<file path="src/rtl/demo_note_sequencer_pkg.sv">
// piano_demo_pkg: shared note type, mode code, FSM states and default demo melody
// Contents: note_t {key[4:0], dur[3:0]}, DEMO_MODE, KEY_COUNT, demo_state_t, DEMO_SONG
package piano_demo_pkg;
    typedef struct packed {
        logic [4:0] key;
        logic [3:0] dur;
    } note_t;
    localparam logic [7:0] DEMO_MODE = 8'd17;
    localparam int KEY_COUNT = 16;
    typedef enum logic [2:0] {IDLE, LOAD, NOTE, GAP, DONE} demo_state_t;
    localparam note_t DEMO_SONG [32] = '{
        '{5'd1, 4'd1}, '{5'd1, 4'd1}, '{5'd8, 4'd1}, '{5'd8, 4'd1},
        '{5'd10, 4'd1}, '{5'd10, 4'd1}, '{5'd8, 4'd2}, '{5'd6, 4'd1},
        '{5'd6, 4'd1}, '{5'd5, 4'd1}, '{5'd5, 4'd1}, '{5'd3, 4'd1},
        '{5'd3, 4'd1}, '{5'd1, 4'd2}, '{5'd8, 4'd1}, '{5'd8, 4'd1},
        '{5'd6, 4'd1}, '{5'd6, 4'd1}, '{5'd5, 4'd1}, '{5'd5, 4'd1},
        '{5'd3, 4'd2}, '{5'd8, 4'd1}, '{5'd8, 4'd1}, '{5'd6, 4'd1},
        '{5'd6, 4'd1}, '{5'd5, 4'd1}, '{5'd5, 4'd1}, '{5'd3, 4'd2},
        '{5'd0, 4'd2}, '{5'd1, 4'd4}, '{5'd0, 4'd1}, '{5'd0, 4'd0}
    };
endpackage

</file>
<file path="src/rtl/demo_note_sequencer_rom.sv">
// demo_song_rom: combinational note table lookup with illegal-key squashing and end detection
// Ports: addr (table index) -> key (0 for rest/illegal), dur, is_end (dur==0 or addr past table)
module demo_song_rom
    import piano_demo_pkg::*;
#(
    parameter int SONG_LEN = 32,
    parameter int AW = 5,
    parameter note_t SONG [SONG_LEN] = DEMO_SONG
) (
    input  logic [AW-1:0] addr,
    output logic [4:0]    key,
    output logic [3:0]    dur,
    output logic          is_end
);
    note_t entry;
    always_comb begin
        entry = (32'(addr) < SONG_LEN) ? SONG[addr] : '0;
        key = (entry.key > 5'(KEY_COUNT)) ? 5'd0 : entry.key;
        dur = entry.dur;
        is_end = entry.dur == 4'd0;
    end
endmodule

</file>
<file path="src/rtl/demo_note_sequencer.sv">
// demo_note_sequencer: steps through a note table driving audio_demo with key indices and gaps
// Ports: clk50, reset_n (async low), mode_select (demo when == DEMO_MODE), pause (freeze),
//        audio_demo (key 1..16, 0 silent), note_idx (entry playing), playing, song_done
module demo_note_sequencer
    import piano_demo_pkg::*;
#(
    parameter int BEAT_CYCLES = 12_500_000,
    parameter int GAP_CYCLES = 1_250_000,
    parameter int SONG_LEN = 32,
    parameter bit LOOP = 1'b1,
    parameter note_t SONG [SONG_LEN] = DEMO_SONG,
    localparam int IW = SONG_LEN > 1 ? $clog2(SONG_LEN) : 1
) (
    input  logic          clk50,
    input  logic          reset_n,
    input  logic [7:0]    mode_select,
    input  logic          pause,
    output logic [7:0]    audio_demo,
    output logic [IW-1:0] note_idx,
    output logic          playing,
    output logic          song_done
);
    localparam int CW = $clog2(15 * BEAT_CYCLES + 1);
    localparam logic [CW-1:0] BEAT = CW'(BEAT_CYCLES);
    localparam logic [CW-1:0] GAP_LOAD = CW'(GAP_CYCLES - 1);
    localparam logic [IW-1:0] LAST_IDX = IW'(SONG_LEN - 1);
    demo_state_t state, state_nxt;
    logic [CW-1:0] cnt, cnt_nxt;
    logic [IW-1:0] idx_nxt;
    logic [7:0] audio_nxt;
    logic at_end, at_end_nxt;
    logic [4:0] key;
    logic [3:0] dur;
    logic is_end;
    logic demo_en;
    demo_song_rom #(.SONG_LEN(SONG_LEN), .AW(IW), .SONG(SONG)) u_rom (
        .addr(note_idx),
        .key(key),
        .dur(dur),
        .is_end(is_end)
    );
    assign demo_en = mode_select == DEMO_MODE;
    // at_end marks a LOAD reached by running off the table, so it behaves like an end marker
    always_comb begin
        state_nxt = state;
        cnt_nxt = cnt;
        idx_nxt = note_idx;
        audio_nxt = audio_demo;
        at_end_nxt = at_end;
        if (!demo_en) begin
            state_nxt = IDLE;
            cnt_nxt = '0;
            idx_nxt = '0;
            audio_nxt = '0;
            at_end_nxt = 1'b0;
        end else if (!pause) begin
            case (state)
                IDLE: state_nxt = LOAD;
                LOAD: begin
                    if (is_end || at_end) begin
                        at_end_nxt = 1'b0;
                        idx_nxt = LOOP ? '0 : note_idx;
                        state_nxt = LOOP ? LOAD : DONE;
                    end else begin
                        state_nxt = NOTE;
                        audio_nxt = {3'b000, key};
                        cnt_nxt = CW'(dur) * BEAT - CW'(1);
                    end
                end
                NOTE: begin
                    state_nxt = cnt == '0 ? GAP : NOTE;
                    audio_nxt = cnt == '0 ? 8'd0 : audio_demo;
                    cnt_nxt = cnt == '0 ? GAP_LOAD : cnt - 1'b1;
                end
                GAP: begin
                    state_nxt = cnt == '0 ? LOAD : GAP;
                    cnt_nxt = cnt == '0 ? cnt : cnt - 1'b1;
                    idx_nxt = cnt != '0 ? note_idx : note_idx == LAST_IDX ? '0 : note_idx + 1'b1;
                    at_end_nxt = cnt == '0 && note_idx == LAST_IDX;
                end
                DONE: state_nxt = DONE;
                default: state_nxt = IDLE;
            endcase
        end
    end
    always_ff @(posedge clk50 or negedge reset_n) begin
        if (!reset_n) begin
            state <= IDLE;
            cnt <= '0;
            note_idx <= '0;
            audio_demo <= '0;
            at_end <= 1'b0;
            playing <= 1'b0;
            song_done <= 1'b0;
        end else begin
            state <= state_nxt;
            cnt <= cnt_nxt;
            note_idx <= idx_nxt;
            audio_demo <= audio_nxt;
            at_end <= at_end_nxt;
            playing <= state_nxt inside {LOAD, NOTE, GAP};
            song_done <= state_nxt == DONE;
        end
    end
endmodule
</file>
<file path="config.mk">
export PLATFORM = sky130hd
export DESIGN_NAME = demo_note_sequencer
export DESIGN_NICKNAME = d
export VERILOG_FILES = /design/src/rtl/demo_note_sequencer_pkg.sv /design/src/rtl/demo_note_sequencer_rom.sv /design/src/rtl/demo_note_sequencer.sv
export SDC_FILE = /design/constraint.sdc
export NUM_CORES = 1
export LEC_CHECK = 0
export ABC_AREA = 1
export CORE_MARGIN = 2
export CORE_UTILIZATION = 62
export CTS_BUF_LIST = sky130_fd_sc_hd__clkbuf_4 sky130_fd_sc_hd__clkbuf_8 sky130_fd_sc_hd__clkbuf_16
export DETAILED_ROUTE_END_ITERATION = 12
export HOLD_SLACK_MARGIN = 0.03
export PLACE_DENSITY = 0.79
export SYNTH_ARGS = -nofsm -noshare
export SYNTH_HDL_FRONTEND = slang
export SYNTH_HIERARCHICAL = 1
export SYNTH_SLANG_ARGS = --single-unit
</file>
<file path="constraint.sdc">
create_clock -name clk50 -period 5.9 [get_ports clk50]
set_input_delay 1.18 -clock clk50 [delete_from_list [all_inputs] [get_ports clk50]]
set_output_delay 1.18 -clock clk50 [all_outputs]
set_load 0.05 [all_outputs]
</file>
==> impl_results.rst <==
.. list-table::
   :header-rows: 1

   * - Metric
     - Value
   * - Die outline height
     - 94.8 um
   * - Number of placement rows
     - 33
   * - Remaining DRCs
     - 0
   * - Top cell type's share of synthesized area
     - 0.215
   * - Worst Hold Class
     - reg -> reg
   * - Slowest CP cell
     - sky130_fd_sc_hd__fa_1
   * - Outcome
     - finished clean
   * - Number of hold violations in the final report
     - 0
   * - Power spent charging and discharging nets
     - 196 uW
   * - Area of all sequential standard cells
     - 1100 um^2
   * - Leading register cell type out of synthesis
     - sky130_fd_sc_hd__dfrtp_1
   * - Worst slew margin relative to its limit
     - 0.315
   * - Number of max-capacitance violations reported
     - 0
   * - Leak pwr
     - 0.00281 uW
   * - Worst EP arrival
     - 4.87 ns
   * - Fill cell total of the finished layout
     - 759
   * - H-tree lvl count
     - 2
   * - Fraction of layout cells with a size suffix above 1
     - 0.0901
   * - Path type of the worst setup path
     - reg -> reg
   * - Synth Cell Area
     - 5110 um^2
   * - Most repeated library cell on the critical path
     - sky130_fd_sc_hd__nand2_1
   * - Share of total power in the clock network
     - 0.311
   * - Main area contributors after synthesis
     - sky130_fd_sc_hd__dfrtp_1 22%, sky130_fd_sc_hd__nand2_1 16%, sky130_fd_sc_hd__ha_1 8.8%
   * - Worst Hold Margin
     - 0.490 ns
   * - Pwr per Cell Area
     - 113 nW/um^2
   * - Number of buffers inserted by hold repair at cts
     - 0
   * - Die boundary width
     - 94.8 um
   * - Top-level port count
     - 26
   * - Skew final
     - 0.00832 ns
   * - Overall overflow remaining after global route
     - 0
   * - Final weighted congestion of routability-driven global placement
     - 1.04
   * - Netlist cell types
     - 52
   * - CP peak stage delay
     - 0.62 ns
   * - Number of warnings reported in the yosys synthesis log
     - 6
   * - Die footprint
     - 8990 um^2
   * - Starting Density
     - 0.632
   * - Sequential share of the synthesized area
     - 0.215
   * - Setup Fix Bufs, Post-CTS
     - 0
   * - Sink count of the clock tree
     - 44
   * - Most area-hungry cell type in the Yosys netlist
     - sky130_fd_sc_hd__dfrtp_1
   * - IO buf count
     - 22
   * - Post-cts resize count
     - 0
   * - CP Max Fanout
     - 10
   * - Shortest clock period the worst path allows after layout
     - 4.67 ns
   * - Final Max Slew Viols
     - 0
   * - Final wirelength
     - 13400 um
   * - Worst supply voltage drop on vdd
     - 0.0000709 V
   * - Diode count
     - 0
   * - HPWL Detailed
     - 10700 um
   * - Setup repair after global routing missed its margin
     - false
   * - Element type at the critical path end
     - flop
   * - Largest net degree at the start of global routing
     - 45
   * - Initial detailed-routing violation count
     - 302
   * - Count of mapped cells out of synthesis
     - 793
   * - Clock input transition at the sequential cells of the worst setup and hold paths
     - 0.09 ns
   * - Final setup vio count
     - 0
   * - Transition time of the tightest slew-check pin
     - 1.03 ns
   * - Data required time at the worst endpoint
     - 6.10 ns
   * - Root buffer selected by CTS
     - sky130_fd_sc_hd__clkbuf_8
   * - Final clock period utilization by the worst path
     - 0.791
   * - Share of flip-flops with an asynchronous set or reset after synthesis
     - 1.00
   * - Combinational power share
     - 0.199
   * - Cells along the critical path
     - inv_2 > ha_1 > nand2_2 > nand2_1 > nand3_2 > nand2_2 > fa_1 > fa_1 > inv_1 > fa_1 > inv_1 > nand3_1 > nand2_1 > nand2_1 > nand2_1 > nand2_1 > nand2_1 > nand3_1 > nor2_1 > nand2_1 > nand2_1 > nand3_1 > nand3_1 > o21ai_2
   * - Net Sw Frac
     - 0.319
   * - Initial antenna violation count
     - 0
   * - Ratio of routed vias to standard cells
     - 5.60
   * - Remaining antenna violation count
     - 0
   * - Average size of a mapped cell
     - 6.45 um^2
   * - Number of global-route vias before repair
     - 4750
   * - Count of TritonRoute iterations in the first routing pass
     - 5
   * - Total number of vias
     - 5126
   * - Power share of the sequential group
     - 0.490
   * - Flops & latches, synth
     - 44
   * - Clock tree from TritonCTS
     - done
   * - Multi-input gate area in the final layout
     - 3440 um^2
   * - Post-layout net count
     - 865
   * - Growth of design area from synthesis to finish
     - 6.41%
   * - Maximum root-to-sink buffer count
     - 2
   * - Insertion delay of the later-clocked pin in the worst-skew pair
     - 0.31 ns
   * - Setup total negative slack
     - 0 ns
   * - Int Power
     - 420 uW
   * - Core Area
     - 8090 um^2
   * - Sort of element at the start of the critical path
     - flop
   * - Total clock buffers created by CTS
     - 5
   * - Overall global routing resource usage
     - 0.313
   * - Global-route wire length before repair
     - 22300 um
   * - Count of flip-flops with a built-in enable after synthesis
     - 0
   * - Routed wirelength normalized by instance count
     - 14.6 um
   * - Fmax achieved
     - 0.214 GHz
[path summary, 6_finish.rpt]
check | startpoint | to | slack (ns) | cells past startpoint
worst max-delay path | note_idx[1] | cnt[22] | 1.23 | 24
worst min-delay path | audio_demo[0] | audio_demo[0] | 0.49 | 2
worst max register to register | note_idx[1] | cnt[22] | 1.23 | 24
worst min register to register | audio_demo[0] | audio_demo[0] | 0.49 | 2
max in group asynchronous | reset_n | cnt[25] | 4.22 | 1
min in group asynchronous | reset_n | cnt[2] | 1.03 | 1
[metrics by stage]
step | cells | util | instance area [um^2] | total power, uW | setup slack (ns)
CTS | 915 | 0.672 | 5440 | 618 | 1.28
finish | 915 | 0.672 | 5440 | 616 | 1.23
floorplan | 796 | - | 5120 | 395 | 1.39
detailed placement | 908 | 0.662 | 5360 | 428 | 1.32
global placement | 908 | 0.662 | 5360 | 426 | 1.45
global route | 915 | 0.672 | 5440 | 645 | 0.751
[final cells by class]
| type | instances | share of cell area |
|---|---|---|
| Sequential cell | 44 | 0.202 |
| Timing Repair Buffer | 24 | 0.0423 |
| Clock buffer | 5 | 0.0127 |
| Multi-Input combinational cell | 616 | 0.632 |
| Clock inverter | 2 | 0.00230 |
| Tap cell | 105 | 0.0242 |
| Inverter | 119 | 0.0840 |
[power by group through the flow]
stage | Clock (uW) | Sequential [uW] | Combinational [uW]
floorplan | 0 | 308 | 86.1
global placement | 0 | 308 | 118
detailed placement | 0 | 308 | 120
CTS | 195 | 302 | 121
global route | 205 | 302 | 137
finish | 192 | 302 | 122
[state kept, by name, indices dropped and copies added (netlist names)]
name	count
state	3
note_idx	5
cnt	28
audio_demo	5
playing	1
song_done	1
at_end	1
[cell usage after synthesis, types with 4 or more instances]
cell type,instances
sky130_fd_sc_hd__nor2_2,6
sky130_fd_sc_hd__a31oi_1,5
sky130_fd_sc_hd__o21ai_0,45
sky130_fd_sc_hd__nor2_4,7
sky130_fd_sc_hd__o21ai_2,6
sky130_fd_sc_hd__nor2_1,80
sky130_fd_sc_hd__a21oi_1,27
sky130_fd_sc_hd__ha_1,36
sky130_fd_sc_hd__nand2_1,217
sky130_fd_sc_hd__nand2_2,11
sky130_fd_sc_hd__nand4_1,18
sky130_fd_sc_hd__fa_1,8
sky130_fd_sc_hd__nor3_1,13
sky130_fd_sc_hd__o22ai_2,4
sky130_fd_sc_hd__nand3_1,67
sky130_fd_sc_hd__o21ai_1,7
sky130_fd_sc_hd__inv_1,104
sky130_fd_sc_hd__dfrtp_1,44
sky130_fd_sc_hd__xor2_1,18
sky130_fd_sc_hd__inv_2,12
sky130_fd_sc_hd__buf_4,9
sky130_fd_sc_hd__o211ai_1,4
[metal layers]
metal | global-route usage | up-vias | routed length, um
li1 | - | 2585 | -
met1 | 0.417 | 2350 | 6010
met2 | 0.517 | 163 | 6260
met3 | 0.0511 | 28 | 769
met4 | 0.101 | 0 | 357
met5 | 0 | - | 0
[cells in the final DEF (no fill, tap or decap), types with 2 or more instances in the layout]
cell type and count:
sky130_fd_sc_hd__o221ai_1 2, sky130_fd_sc_hd__clkbuf_8 5, sky130_fd_sc_hd__nand4_1 18, sky130_fd_sc_hd__o21ai_2 6, sky130_fd_sc_hd__o21ai_1 7, sky130_fd_sc_hd__nor2_2 6, sky130_fd_sc_hd__a21oi_1 27, sky130_fd_sc_hd__fa_1 8
sky130_fd_sc_hd__a211oi_1 2, sky130_fd_sc_hd__a21oi_2 2, sky130_fd_sc_hd__xnor2_1 2, sky130_fd_sc_hd__conb_1 5, sky130_fd_sc_hd__nand2_2 11, sky130_fd_sc_hd__o22ai_2 4, sky130_fd_sc_hd__nor3_2 2, sky130_fd_sc_hd__o211ai_1 4
sky130_fd_sc_hd__nor2_1 80, sky130_fd_sc_hd__nand3_2 2, sky130_fd_sc_hd__nand2_1 217, sky130_fd_sc_hd__nor3b_1 2, sky130_fd_sc_hd__nand2_4 2, sky130_fd_sc_hd__o21ai_0 45, sky130_fd_sc_hd__clkdlybuf4s50_1 21, sky130_fd_sc_hd__buf_4 2
sky130_fd_sc_hd__inv_1 104, sky130_fd_sc_hd__nor2_4 7, sky130_fd_sc_hd__ha_1 36, sky130_fd_sc_hd__nand3_1 67, sky130_fd_sc_hd__dfrtp_1 44, sky130_fd_sc_hd__inv_2 12, sky130_fd_sc_hd__xor2_1 18, sky130_fd_sc_hd__nor3_1 13
sky130_fd_sc_hd__a31oi_1 5, sky130_fd_sc_hd__nor4_1 3, sky130_fd_sc_hd__or2_2 2
[critical path, delay by kind of cell (launching register included)]
kind                     cells  cell delay, ns
AND/OR/NAND/NOR             16            1.66
flip-flops                   1            0.57
AO/OA/AOI/OAI                1            0.06
buffers and inverters        3            0.36
adder cells (fa/ha/maj)      4            1.90
[cell families after synthesis]
logic type | share of synthesized area
adders and majority gates | 0.119
buffers and inverters | 0.114
xor gates and xnor gates | 0.0343
DFF | 0.215
other | 0.00147
AOI/OAI and AO/OA | 0.134
and+or+nand+nor | 0.382
No activity file was read; power rests on OpenSTA's default activity.
